--- src/rtl/multicycle_control.sv ---
// Multi-cycle control unit for the class demo processor.
// Steps every instruction through FETCH/DECODE/EXEC/MEM/WB and drives the
// datapath controls from the current state and the latched opcode. Adds a
// memory wait handshake, BEQZ, HALT, an illegal-opcode trap and a saturating
// retired-instruction counter.
module multicycle_control #(
  parameter int OPW  = 6,
  parameter int ALUW = 5,
  parameter int CNTW = 16
) (
  input  logic            Clk,
  input  logic            Reset,
  input  logic [OPW-1:0]  Instr,
  input  logic            InstrValid,
  input  logic            MemReady,
  input  logic            Zero,
  output logic            IRWrite,
  output logic            PCWrite,
  output logic            Branch,
  output logic            RegDst,
  output logic            ALUSrc,
  output logic            MemRead,
  output logic            MemWrite,
  output logic            MemtoReg,
  output logic            RegWrite,
  output logic [ALUW-1:0] ALUOp,
  output logic            Busy,
  output logic            Halted,
  output logic            IllegalOp,
  output logic [CNTW-1:0] RetireCnt
);

  typedef enum logic [2:0] {
    S_FETCH, S_DECODE, S_EXEC, S_MEM, S_WB, S_HALT, S_TRAP
  } state_t;

  localparam logic [OPW-1:0] OP_STORE = OPW'(0);
  localparam logic [OPW-1:0] OP_ADD   = OPW'(1);
  localparam logic [OPW-1:0] OP_ADDI  = OPW'(2);
  localparam logic [OPW-1:0] OP_LOAD  = OPW'(3);
  localparam logic [OPW-1:0] OP_BEQZ  = OPW'(4);
  localparam logic [OPW-1:0] OP_SUB   = OPW'(5);
  localparam logic [OPW-1:0] OP_HALT  = OPW'(6);

  localparam logic [ALUW-1:0] ALU_ADD  = '0;
  localparam logic [ALUW-1:0] ALU_SUB  = ALUW'(5'b00001);
  localparam logic [ALUW-1:0] ALU_PASS = ALUW'(5'b11000);

  state_t          state_q, state_d;
  logic [OPW-1:0]  op_q, op_d;
  logic [CNTW-1:0] cnt_q, cnt_d;
  logic            retire;

  // Opcode classes shared by EXEC, MEM and WB so the datapath sees stable
  // controls from EXEC through writeback.
  logic is_rtype, is_imm, is_mem, is_arith;
  assign is_rtype = (op_q == OP_ADD) || (op_q == OP_SUB);
  assign is_imm   = (op_q == OP_ADDI) || (op_q == OP_LOAD) || (op_q == OP_STORE);
  assign is_mem   = (op_q == OP_LOAD) || (op_q == OP_STORE);
  assign is_arith = is_rtype || is_imm;

  // State, latched opcode and retire counter; reset aborts any access at once.
  always_ff @(posedge Clk or posedge Reset) begin
    if (Reset) begin
      state_q <= S_FETCH;
      op_q    <= '0;
      cnt_q   <= '0;
    end else begin
      state_q <= state_d;
      op_q    <= op_d;
      cnt_q   <= cnt_d;
    end
  end

  // Next state and Moore controls; IRWrite/PCWrite also qualify on the
  // handshake inputs of the cycle in which they fire.
  always_comb begin
    state_d   = state_q;
    op_d      = op_q;
    retire    = 1'b0;
    IRWrite   = 1'b0;
    PCWrite   = 1'b0;
    Branch    = 1'b0;
    RegDst    = 1'b0;
    ALUSrc    = 1'b0;
    MemRead   = 1'b0;
    MemWrite  = 1'b0;
    MemtoReg  = 1'b0;
    RegWrite  = 1'b0;
    ALUOp     = ALU_PASS;
    Busy      = 1'b1;
    Halted    = 1'b0;
    IllegalOp = 1'b0;
    unique case (state_q)
      S_FETCH: begin
        Busy = 1'b0;
        // Gated by Reset so every output is low while reset is held.
        if (InstrValid && !Reset) begin
          IRWrite = 1'b1;
          op_d    = Instr;
          state_d = S_DECODE;
        end
      end
      S_DECODE: begin
        if (op_q == OP_HALT)     state_d = S_HALT;
        else if (op_q > OP_HALT) state_d = S_TRAP;
        else                     state_d = S_EXEC;
      end
      S_EXEC: begin
        if (is_arith) ALUOp = (op_q == OP_SUB) ? ALU_SUB : ALU_ADD;
        ALUSrc = is_imm;
        RegDst = is_rtype;
        if (op_q == OP_BEQZ) begin
          Branch  = 1'b1;
          PCWrite = Zero;
          retire  = 1'b1;
          state_d = S_FETCH;
        end else if (is_mem) begin
          state_d = S_MEM;
        end else begin
          state_d = S_WB;
        end
      end
      S_MEM: begin
        ALUOp    = ALU_ADD;
        ALUSrc   = 1'b1;
        MemRead  = (op_q == OP_LOAD);
        MemWrite = (op_q == OP_STORE);
        if (MemReady) begin
          if (op_q == OP_LOAD) begin
            state_d = S_WB;
          end else begin
            PCWrite = 1'b1;
            retire  = 1'b1;
            state_d = S_FETCH;
          end
        end
      end
      S_WB: begin
        if (is_arith) ALUOp = (op_q == OP_SUB) ? ALU_SUB : ALU_ADD;
        ALUSrc   = is_imm;
        RegDst   = is_rtype;
        RegWrite = 1'b1;
        PCWrite  = 1'b1;
        MemtoReg = (op_q == OP_LOAD);
        retire   = 1'b1;
        state_d  = S_FETCH;
      end
      S_HALT: begin
        Busy   = 1'b0;
        Halted = 1'b1;
      end
      S_TRAP: begin
        Busy      = 1'b0;
        IllegalOp = 1'b1;
      end
      default: begin
        state_d = S_TRAP;
      end
    endcase
  end

  // Saturating retire count: holds at all-ones instead of wrapping.
  always_comb begin
    cnt_d = cnt_q;
    if (retire && (cnt_q != '1)) cnt_d = cnt_q + 1'b1;
  end

  assign RetireCnt = cnt_q;

endmodule

--- config.mk ---
export PLATFORM = sky130hd
export DESIGN_NAME = multicycle_control
export DESIGN_NICKNAME = d
export VERILOG_FILES = /design/src/rtl/multicycle_control.sv
export SDC_FILE = /design/constraint.sdc
export NUM_CORES = 1
export LEC_CHECK = 0
export BUFFER_PORTS_ARGS = -buffer_cell sky130_fd_sc_hd__clkbuf_2
export CAP_MARGIN = 0
export CORE_ASPECT_RATIO = 0.8
export CORE_MARGIN = 2
export CORE_UTILIZATION = 55
export DETAILED_ROUTE_END_ITERATION = 16
export PLACE_DENSITY = 0.81
export SYNTH_ARGS = -nofsm -noshare
export SYNTH_HDL_FRONTEND = slang
export SYNTH_SLANG_ARGS = --single-unit
export TNS_END_PERCENT = 10
--- constraint.sdc ---
create_clock -name Clk -period 3.9 [get_ports Clk]
set_input_delay 0.195 -clock Clk [delete_from_list [all_inputs] [get_ports Clk]]
set_output_delay 0.195 -clock Clk [all_outputs]
set_load 0.005 [all_outputs]
==> results.sh, run 1 <==
export IMPL_gp_congestion=0.875
export IMPL_cp_arrival_ns=2.45
export IMPL_hp_class="primary input to asynchronous set/reset pin"
export IMPL_fin_tns_setup_ns=0
export IMPL_drc_errors=0
export IMPL_fp_row_count=17
export IMPL_layout_setup_ws_ns=1.66
export IMPL_root_buffer="clkbuf_4"
export IMPL_numCtsBuffers=3
export IMPL_min_period_over_period=0.574
export IMPL_place_hpwl_mm=2.37
export IMPL_cts_hold_buf=0
export IMPL_pwr_density_cell_mw_per_mm2=234
export IMPL_post_place_ws_ns=1.70
export IMPL_period_minus_slack_ns=2.24
export IMPL_skew_ns=0.00128
export IMPL_num_io_pins=44
export IMPL_yosysMostFrequentCell="dfrtp_1"
export IMPL_cts_resized=0
export IMPL_setup_worst_path_start_class="flop"
export IMPL_grt_setup_unrepaired="false"
export IMPL_wl_met1_mm=1.40
export IMPL_p_sw_frac=0.232
export IMPL_p_total_mw=0.407
export IMPL_synth_seq_cells=25
export IMPL_status="finished, final reports clean"
export IMPL_gr_usage_all_layers=0.204
export IMPL_drive_gt1_frac=0.318
export IMPL_endpoint_kind="flop"
export IMPL_wl_mm=3.08
export IMPL_grt_max_degree=26
export IMPL_whs_ns=0.0757
export IMPL_p_switching_mw=0.0944
export IMPL_critical_path_class="flop to flop"
export IMPL_fmax_mhz=447
export IMPL_cp_required_ns=4.11
export IMPL_slowest_stage="a32oi_2"
export IMPL_grt_pass1_wl_mm=5.22
export IMPL_maxCapViolCount=0
export IMPL_die_area_mm2=0.00321
export IMPL_comb_power_share=0.065
export IMPL_finalSetupViolations=0
export IMPL_placed_cells=229
export IMPL_clock_latency_ns=0.31
export IMPL_p_leak_nw=0.831
export IMPL_fillCellCount=247
export IMPL_internal_power_mw=0.312
export IMPL_die_width_um=62.9
export IMPL_grt_pass1_vias=1141
export IMPL_topRoutingLayerUsed="met4"
export IMPL_syn_area_mm2=0.00153
export IMPL_port_buffers=41
export IMPL_synth_edf_count=0
export IMPL_crit_chain="nor2b_2 -> nand4_1 -> a32oi_2 -> mux2_2"
export IMPL_area_growth_pct=13.8
export IMPL_yosys_area_top_type="dfrtp_1"
export IMPL_avgRoutedWirePerCell_um=13.2
export IMPL_start_util=0.565
export IMPL_synthArstFlopShare=1.00
export IMPL_cts_tree="done"
export IMPL_slowest_delay_ns=0.58
export IMPL_hold_violations=0
export IMPL_cts_sinks=25
export IMPL_slew_violations=0
export IMPL_clkSlewWorstSetupHoldPaths_ns=0.13
export IMPL_grt_overflow_total=0
export IMPL_diodes=0
export IMPL_dr_wl_met2_mm=1.46
export IMPL_clkPwrFrac=0.281
export IMPL_ys_types=43
export IMPL_yosys_top_cells_area="dfrtp_1, xnor2_1, mux2_2, a21oi_1, nand4_1"
export IMPL_antenna_found_initial=0
export IMPL_worstMarginPinSlew_ns=0.967
export IMPL_postCtsSetupRepairBufs=0
export IMPL_final_antenna_net_count=0
export IMPL_met3WireLength_um=192
export IMPL_routed_via_density=5.57
export IMPL_num_nets_final=208
export IMPL_placed_cell_area_mm2=0.00171
export IMPL_cts_buffer_depth=2
export IMPL_fin_area_mm2=0.00174
export IMPL_path_max_fanout=13
export IMPL_drtIter0Drc=86
export IMPL_seqPwrFrac=0.654
export IMPL_core_mm2=0.00270
export IMPL_peakVddDrop_mv=0.167
export IMPL_syn_inst=160
export IMPL_finalNonFillerCells=233
export IMPL_synthTopCellsByCount="dfrtp_1, a21oi_1, nand2_1, nor2_1, xnor2_1"
export IMPL_slew_headroom=0.355
export IMPL_netlist_area_leader_share=0.410
export IMPL_fin_util=0.642
export IMPL_fp_dieH_um=51.1
export IMPL_first_pass_iters=4
export IMPL_syn_area_per_cell_um2=9.53
export IMPL_ys_warn_count=0
export IMPL_h_tree_depth=1
export IMPL_synthFlopType="dfrtp_1"
export IMPL_seq_area_frac_synth=0.410
export IMPL_via_count=1297
-- placed cells by master (no fill, tap or decap), drive strengths merged, types with 2 or more instances in the layout --
| cell type | n |
|---|---|
| nor4 | 3 |
| nand2b | 4 |
| nor2 | 13 |
| nor3b | 2 |
| nor3 | 3 |
| nor2b | 2 |
| conb | 2 |
| xor2 | 2 |
| xnor2 | 12 |
| nand3 | 7 |
| nand4 | 10 |
| and3 | 4 |
| mux2 | 8 |
| inv | 6 |
| dfrtp | 25 |
| nand2 | 13 |
| o21ai | 2 |
| a21oi | 13 |
| clkbuf | 45 |
| or2 | 3 |
| nand3b | 2 |
-- path summary, 6_finish.rpt --
check                                                from                         to  cells past startpoint  slack [ns]
worst max-delay path               state_q[1]$_DFFE_PP0P_   RetireCnt[1]$_DFFE_PP0P_                      4        1.66
worst min-delay path                                Reset        op_q[3]$_DFFE_PP0P_                      2        0.08
worst max register to register     state_q[1]$_DFFE_PP0P_   RetireCnt[1]$_DFFE_PP0P_                      4        1.66
worst min register to register  RetireCnt[11]$_DFFE_PP0P_  RetireCnt[11]$_DFFE_PP0P_                      1        0.50
max in group asynchronous                           Reset   RetireCnt[1]$_DFFE_PP0P_                      2        3.24
min in group Clk                                 Instr[5]        op_q[5]$_DFFE_PP0P_                      2        0.11
-- critical path, delay by kind of cell, from the launching register on --
family / cells / cell delay (ns)
AOI/OAI and AO/OA: 1 / 0.58
and+or+nand+nor: 2 / 0.59
DFF: 1 / 0.57
muxes: 1 / 0.40
-- power groups by stage --
stage / clock, mW / combinational (mW) / sequential, mW
global route: 0.131 / 0.0303 / 0.267
floorplan: 0 / 0.0237 / 0.268
finish: 0.114 / 0.0266 / 0.266
CTS: 0.120 / 0.0272 / 0.266
detailed placement: 0 / 0.0271 / 0.271
global placement: 0 / 0.0255 / 0.271
-- logic make-up (layout without fill, tap and decap cells) --
kind of cell               count (synthesis)  count (layout)  synth area share
adders and majority gates                  1               1           0.00820
xor gates and xnor gates                  14              14            0.0804
other                                      1               2           0.00246
AOI/OAI and AO/OA                         23              23             0.109
and+or+nand+nor                           70              70             0.262
muxes                                      9               9            0.0656
DFF                                       25              25             0.410
buffers and inverters                     17              51            0.0623
-- layer usage --
metal  global-route usage  vias to the layer above
met3               0.0264                        4
li1                     -                      632
met5                    0                        -
met1                0.285                      602
met4               0.0556                        0
met2                0.339                       59
-- sequential cells by signal (all words and copies together) (netlist names) --
name,cells
RetireCnt,16
op_q,6
state_q,3
-- cell type report --
type,instances,area [um^2],area share
Clock buffer,4,26.3,0.0151
Inverter,6,22.5,0.0130
Multi-Input combinational cell,119,808,0.466
Sequential cell,25,626,0.360
Tap cell,38,47.5,0.0274
Timing Repair Buffer,41,205,0.118
Power figures use the tool's default switching activity.
==> run 2, diff against run 1 <==
Settings changed: CORE_UTILIZATION 55 to 46, PLACE_DENSITY 0.81 to 0.72.
Clock period 3.9 ns to 2 ns, I/O delays scaled along.
==> results.sh, run 2 (synthesis results as in run 1) <==
export IMPL_status="finished, final reports clean"
export IMPL_setup_worst_path_start_class="flop"
export IMPL_finalNonFillerCells=250
export IMPL_diodes=0
export IMPL_placed_cells=245
export IMPL_port_buffers=41
export IMPL_area_growth_pct=25.3
export IMPL_path_max_fanout=7
export IMPL_first_pass_iters=4
export IMPL_die_width_um=68.4
export IMPL_cts_tree="done"
export IMPL_slew_violations=0
export IMPL_most_common_layout_cells="clkbuf_2, dfrtp_1, nand2_1, a21oi_1, buf_4"
export IMPL_wl_mm=3.82
export IMPL_grt_pass1_wl_mm=6.27
export IMPL_grt_max_degree=26
export IMPL_whs_ns=0.0539
export IMPL_fin_tns_setup_ns=0
export IMPL_min_period_over_period=0.967
export IMPL_gp_congestion=0.877
export IMPL_endpoint_kind="output port"
export IMPL_root_buffer="clkbuf_8"
export IMPL_cp_arrival_ns=1.83
export IMPL_via_count=1362
export IMPL_skew_ns=0.00307
export IMPL_num_io_pins=44
export IMPL_worstHoldStart="Instr[1]"
export IMPL_maxCapViolCount=0
export IMPL_place_hpwl_mm=2.92
export IMPL_p_total_mw=0.900
export IMPL_fmax_mhz=517
export IMPL_grt_setup_unrepaired="false"
export IMPL_peakVddDrop_mv=0.417
export IMPL_hp_class="primary input to flop"
export IMPL_layout_setup_ws_ns=0.0658
export IMPL_final_common_cell="clkbuf_2"
export IMPL_fp_dieH_um=55.5
export IMPL_num_nets_final=223
export IMPL_period_minus_slack_ns=1.93
export IMPL_drc_errors=0
export IMPL_postCtsSetupRepairBufs=0
export IMPL_cts_buffer_depth=2
export IMPL_largest_reg_flops=16
export IMPL_cp_required_ns=1.90
export IMPL_rr_worst_depth=5
export IMPL_p_leak_nw=0.919
export IMPL_crit_end="MemRead"
export IMPL_routed_via_density=5.45
export IMPL_antenna_found_initial=0
export IMPL_core_mm2=0.00313
export IMPL_start_util=0.487
export IMPL_fp_row_count=18
export IMPL_r2r_slack_ns=0.10
export IMPL_clkSlewWorstSetupHoldPaths_ns=0.09
export IMPL_avgRoutedWirePerCell_um=15.3
export IMPL_clock_latency_ns=0.27
export IMPL_gr_usage_all_layers=0.218
export IMPL_critical_path_class="flop to output port"
export IMPL_drive_gt1_frac=0.390
export IMPL_post_place_ws_ns=0.103
export IMPL_pwr_density_cell_mw_per_mm2=471
export IMPL_hold_depth=2
export IMPL_rr_startpoint="op_q[5]$_DFFE_PP0P_"
export IMPL_die_area_mm2=0.00380
export IMPL_finalSetupViolations=0
export IMPL_numCtsBuffers=3
export IMPL_worstReg2RegEnd="RetireCnt[14]$_DFFE_PP0P_"
export IMPL_final_antenna_net_count=0
export IMPL_cts_sinks=25
export IMPL_grt_overflow_total=0
export IMPL_timing_critical_path_from="op_q[5]$_DFFE_PP0P_"
export IMPL_h_tree_depth=1
export IMPL_grt_pass1_vias=1357
export IMPL_hold_violations=0
export IMPL_drtIter0Drc=94
## run 2: cell count changes in the layout (fill, tap and decap cells not counted), sizes merged
cell	delta
buf	+14
clkbuf	-1
dlygate4sd3	+1
clkinv	+1
## run 2: worst min path at each step
stage                     slack, ns                  endpoint
after floorplan                0.13  RetireCnt[0]$_DFFE_PP0P_
after global placement         0.15    state_q[2]$_DFFE_PP0P_
after detailed placement       0.17    state_q[2]$_DFFE_PP0P_
after CTS                      0.05       op_q[1]$_DFFE_PP0P_
after global routing           0.06       op_q[1]$_DFFE_PP0P_
final                          0.05       op_q[1]$_DFFE_PP0P_
## run 2: repair_timing
item,4_1_cts,5_1_grt
endpoints found under the setup margin,2,7
hold endpoints to repair,25,0
gates resized for setup,2,6
hold buffers,1,0
## run 2: metal layers
metal,vias to the layer above,track usage,wire length [um]
li1,658,-,-
met1,648,0.293,1700
met2,46,0.346,1850
met3,10,0.0468,217
met4,0,0.0629,54
met5,-,0,0
## run 2: report_power, final
| part | switching, mW | leakage [nW] | internal (mW) | total, mW |
|---|---|---|---|---|
| Combinational | 0.0388 | 0.570 | 0.0356 | 0.0744 |
| Sequential | 0.00683 | 0.324 | 0.510 | 0.516 |
| Clock | 0.169 | 0.0255 | 0.140 | 0.309 |
| Total | 0.215 | 0.919 | 0.685 | 0.900 |
## run 2: through the flow
step	cell area (um^2)	utilization
after global routing	1910	0.611
after CTS	1880	0.602
after detailed placement	1820	0.580
final	1910	0.611
after floorplan	1530	-
after global placement	1820	0.580
## run 2: critical path, stage by stage (launching register included)
cell and delay [ns]:
dfrtp_1 0.43, or3_4 0.43, buf_6 0.15, or2_2 0.31, nor2_1 0.12, clkbuf_2 0.12
## run 2: final cells by class
type	instances	area [um^2]
Timing Repair Buffer	56	324
Inverter	6	22.5
Fill cell	269	1220
Multi-Input combinational cell	119	842
Clock inverter	1	5.00
Sequential cell	25	627
Clock buffer	3	41.3
Tap cell	40	50.0
==> run 3, diff against run 2 <==
Settings changed: CORE_UTILIZATION 46 to 37, PLACE_DENSITY 0.72 to 0.6.
==> results.sh, run 3 (synthesis results as in run 1) <==
export IMPL_die_area_mm2=0.00465
export IMPL_drtIter0Drc=65
export IMPL_post_place_ws_ns=0.0499
export IMPL_setup_worst_path_start_class="flop"
export IMPL_layout_setup_ws_ns=0.0641
export IMPL_avgRoutedWirePerCell_um=12.9
export IMPL_slowest_stage="dfrtp_2"
export IMPL_grt_setup_unrepaired="true"
export IMPL_grt_pass1_vias=1219
export IMPL_fin_area_mm2=0.00194
export IMPL_status="finished, final reports clean"
export IMPL_core_mm2=0.00388
export IMPL_fp_row_count=20
export IMPL_p_leak_nw=0.921
export IMPL_first_pass_iters=4
export IMPL_gp_congestion=0.812
export IMPL_skew_ns=0.0116
export IMPL_finalNonFillerCells=265
export IMPL_hp_class="primary input to flop"
export IMPL_fp_dieH_um=61.4
export IMPL_cts_tree="done"
export IMPL_finalSetupViolations=0
export IMPL_cp_required_ns=1.90
export IMPL_clock_latency_ns=0.28
export IMPL_num_nets_final=223
export IMPL_p_total_mw=0.906
export IMPL_min_period_over_period=0.968
export IMPL_antenna_found_initial=0
export IMPL_cts_buffer_depth=2
export IMPL_clkSlewWorstSetupHoldPaths_ns=0.10
export IMPL_place_hpwl_mm=2.59
export IMPL_via_count=1359
export IMPL_top_usage_layer="met2"
export IMPL_fillCellCount=357
export IMPL_port_buffers=41
export IMPL_wl_mm=3.41
export IMPL_final_common_cell="clkbuf_2"
export IMPL_fmax_mhz=517
export IMPL_diodes=0
export IMPL_grt_overflow_total=0
export IMPL_crit_chain="or3_4 -> buf_6 -> or2_2 -> nor2_2 -> buf_2"
export IMPL_slowest_delay_ns=0.45
export IMPL_area_growth_pct=27.1
export IMPL_critical_path_class="flop to output port"
export IMPL_placed_cells=259
export IMPL_grt_pass1_wl_mm=5.38
export IMPL_largest_reg_flops=16
export IMPL_root_buffer="clkbuf_8"
export IMPL_start_util=0.393
export IMPL_fin_util=0.500
export IMPL_final_antenna_net_count=0
export IMPL_grtUsageMet2=0.245
export IMPL_most_common_layout_cells="clkbuf_2, dfrtp_1, nand2_1, a21oi_1, buf_4"
export IMPL_gr_usage_all_layers=0.152
export IMPL_slew_violations=0
export IMPL_num_io_pins=44
export IMPL_h_tree_depth=1
export IMPL_placed_cell_area_mm2=0.00183
export IMPL_cp_arrival_ns=1.84
export IMPL_path_buf_inv=2
export IMPL_path_max_fanout=7
export IMPL_fin_tns_setup_ns=0
export IMPL_gr_usage_met1=0.212
export IMPL_grt_max_degree=26
export IMPL_pwr_density_cell_mw_per_mm2=467
export IMPL_hold_violations=0
export IMPL_peakVddDrop_mv=0.414
export IMPL_routed_via_density=5.13
export IMPL_die_width_um=75.8
export IMPL_drc_errors=0
export IMPL_numCtsBuffers=3
export IMPL_r2r_slack_ns=0.07
export IMPL_endpoint_kind="output port"
export IMPL_drive_gt1_frac=0.395
export IMPL_whs_ns=0.0487
export IMPL_maxCapViolCount=0
export IMPL_met3_usage=0.0393
export IMPL_period_minus_slack_ns=1.94
export IMPL_path_delay_family="simple AND/OR/NAND/NOR gates"
export IMPL_cts_sinks=25
[run 3: changes by cell type in the layout (fill, tap and decap cells not counted), sizes merged]
cell | before | now
buf | 14 | 15
clkbuf | 44 | 43
clkinv | 1 | 0
inv | 6 | 7
[run 3: area by class of cell]
type | instances | area (um^2) | area share
Timing Repair Buffer | 56 | 324 | 0.167
Clock inverter | 1 | 8.76 | 0.00452
Sequential cell | 25 | 628 | 0.324
Multi-Input combinational cell | 119 | 845 | 0.436
Inverter | 6 | 22.5 | 0.0116
Clock buffer | 3 | 41.3 | 0.0213
Tap cell | 55 | 68.8 | 0.0355
[run 3: power by group]
group,switching (mW),internal (mW)
Clock,0.172,0.146
Combinational,0.0371,0.0334
Sequential,0.00762,0.510
[run 3: layer usage]
metal  share of wire  wire length [um]  vias up
met3           0.067               227        0
li1                -                 -      660
met1            0.47              1600      645
met4               0                 0        0
met5               0                 0        -
met2            0.46              1580       54
[run 3: worst paths after layout]
path | from | endpoint | cells past startpoint
worst max-delay path | op_q[4]$_DFFE_PP0P_ | MemRead | 5
worst min-delay path | Instr[0] | op_q[0]$_DFFE_PP0P_ | 2
worst max register to register | op_q[5]$_DFFE_PP0P_ | RetireCnt[1]$_DFFE_PP0P_ | 5
worst min register to register | RetireCnt[11]$_DFFE_PP0P_ | RetireCnt[11]$_DFFE_PP0P_ | 1
max in group asynchronous | Reset | op_q[5]$_DFFE_PP0P_ | 4
min in group asynchronous | Reset | op_q[1]$_DFFE_PP0P_ | 4
[run 3: what timing repair did]
item,in CTS,in global routing
hold buffers,1,0
setup buffers,0,1
gates resized for setup,2,8
endpoints found under the setup margin,3,15
pin swaps,0,2
hold endpoints to repair,25,0
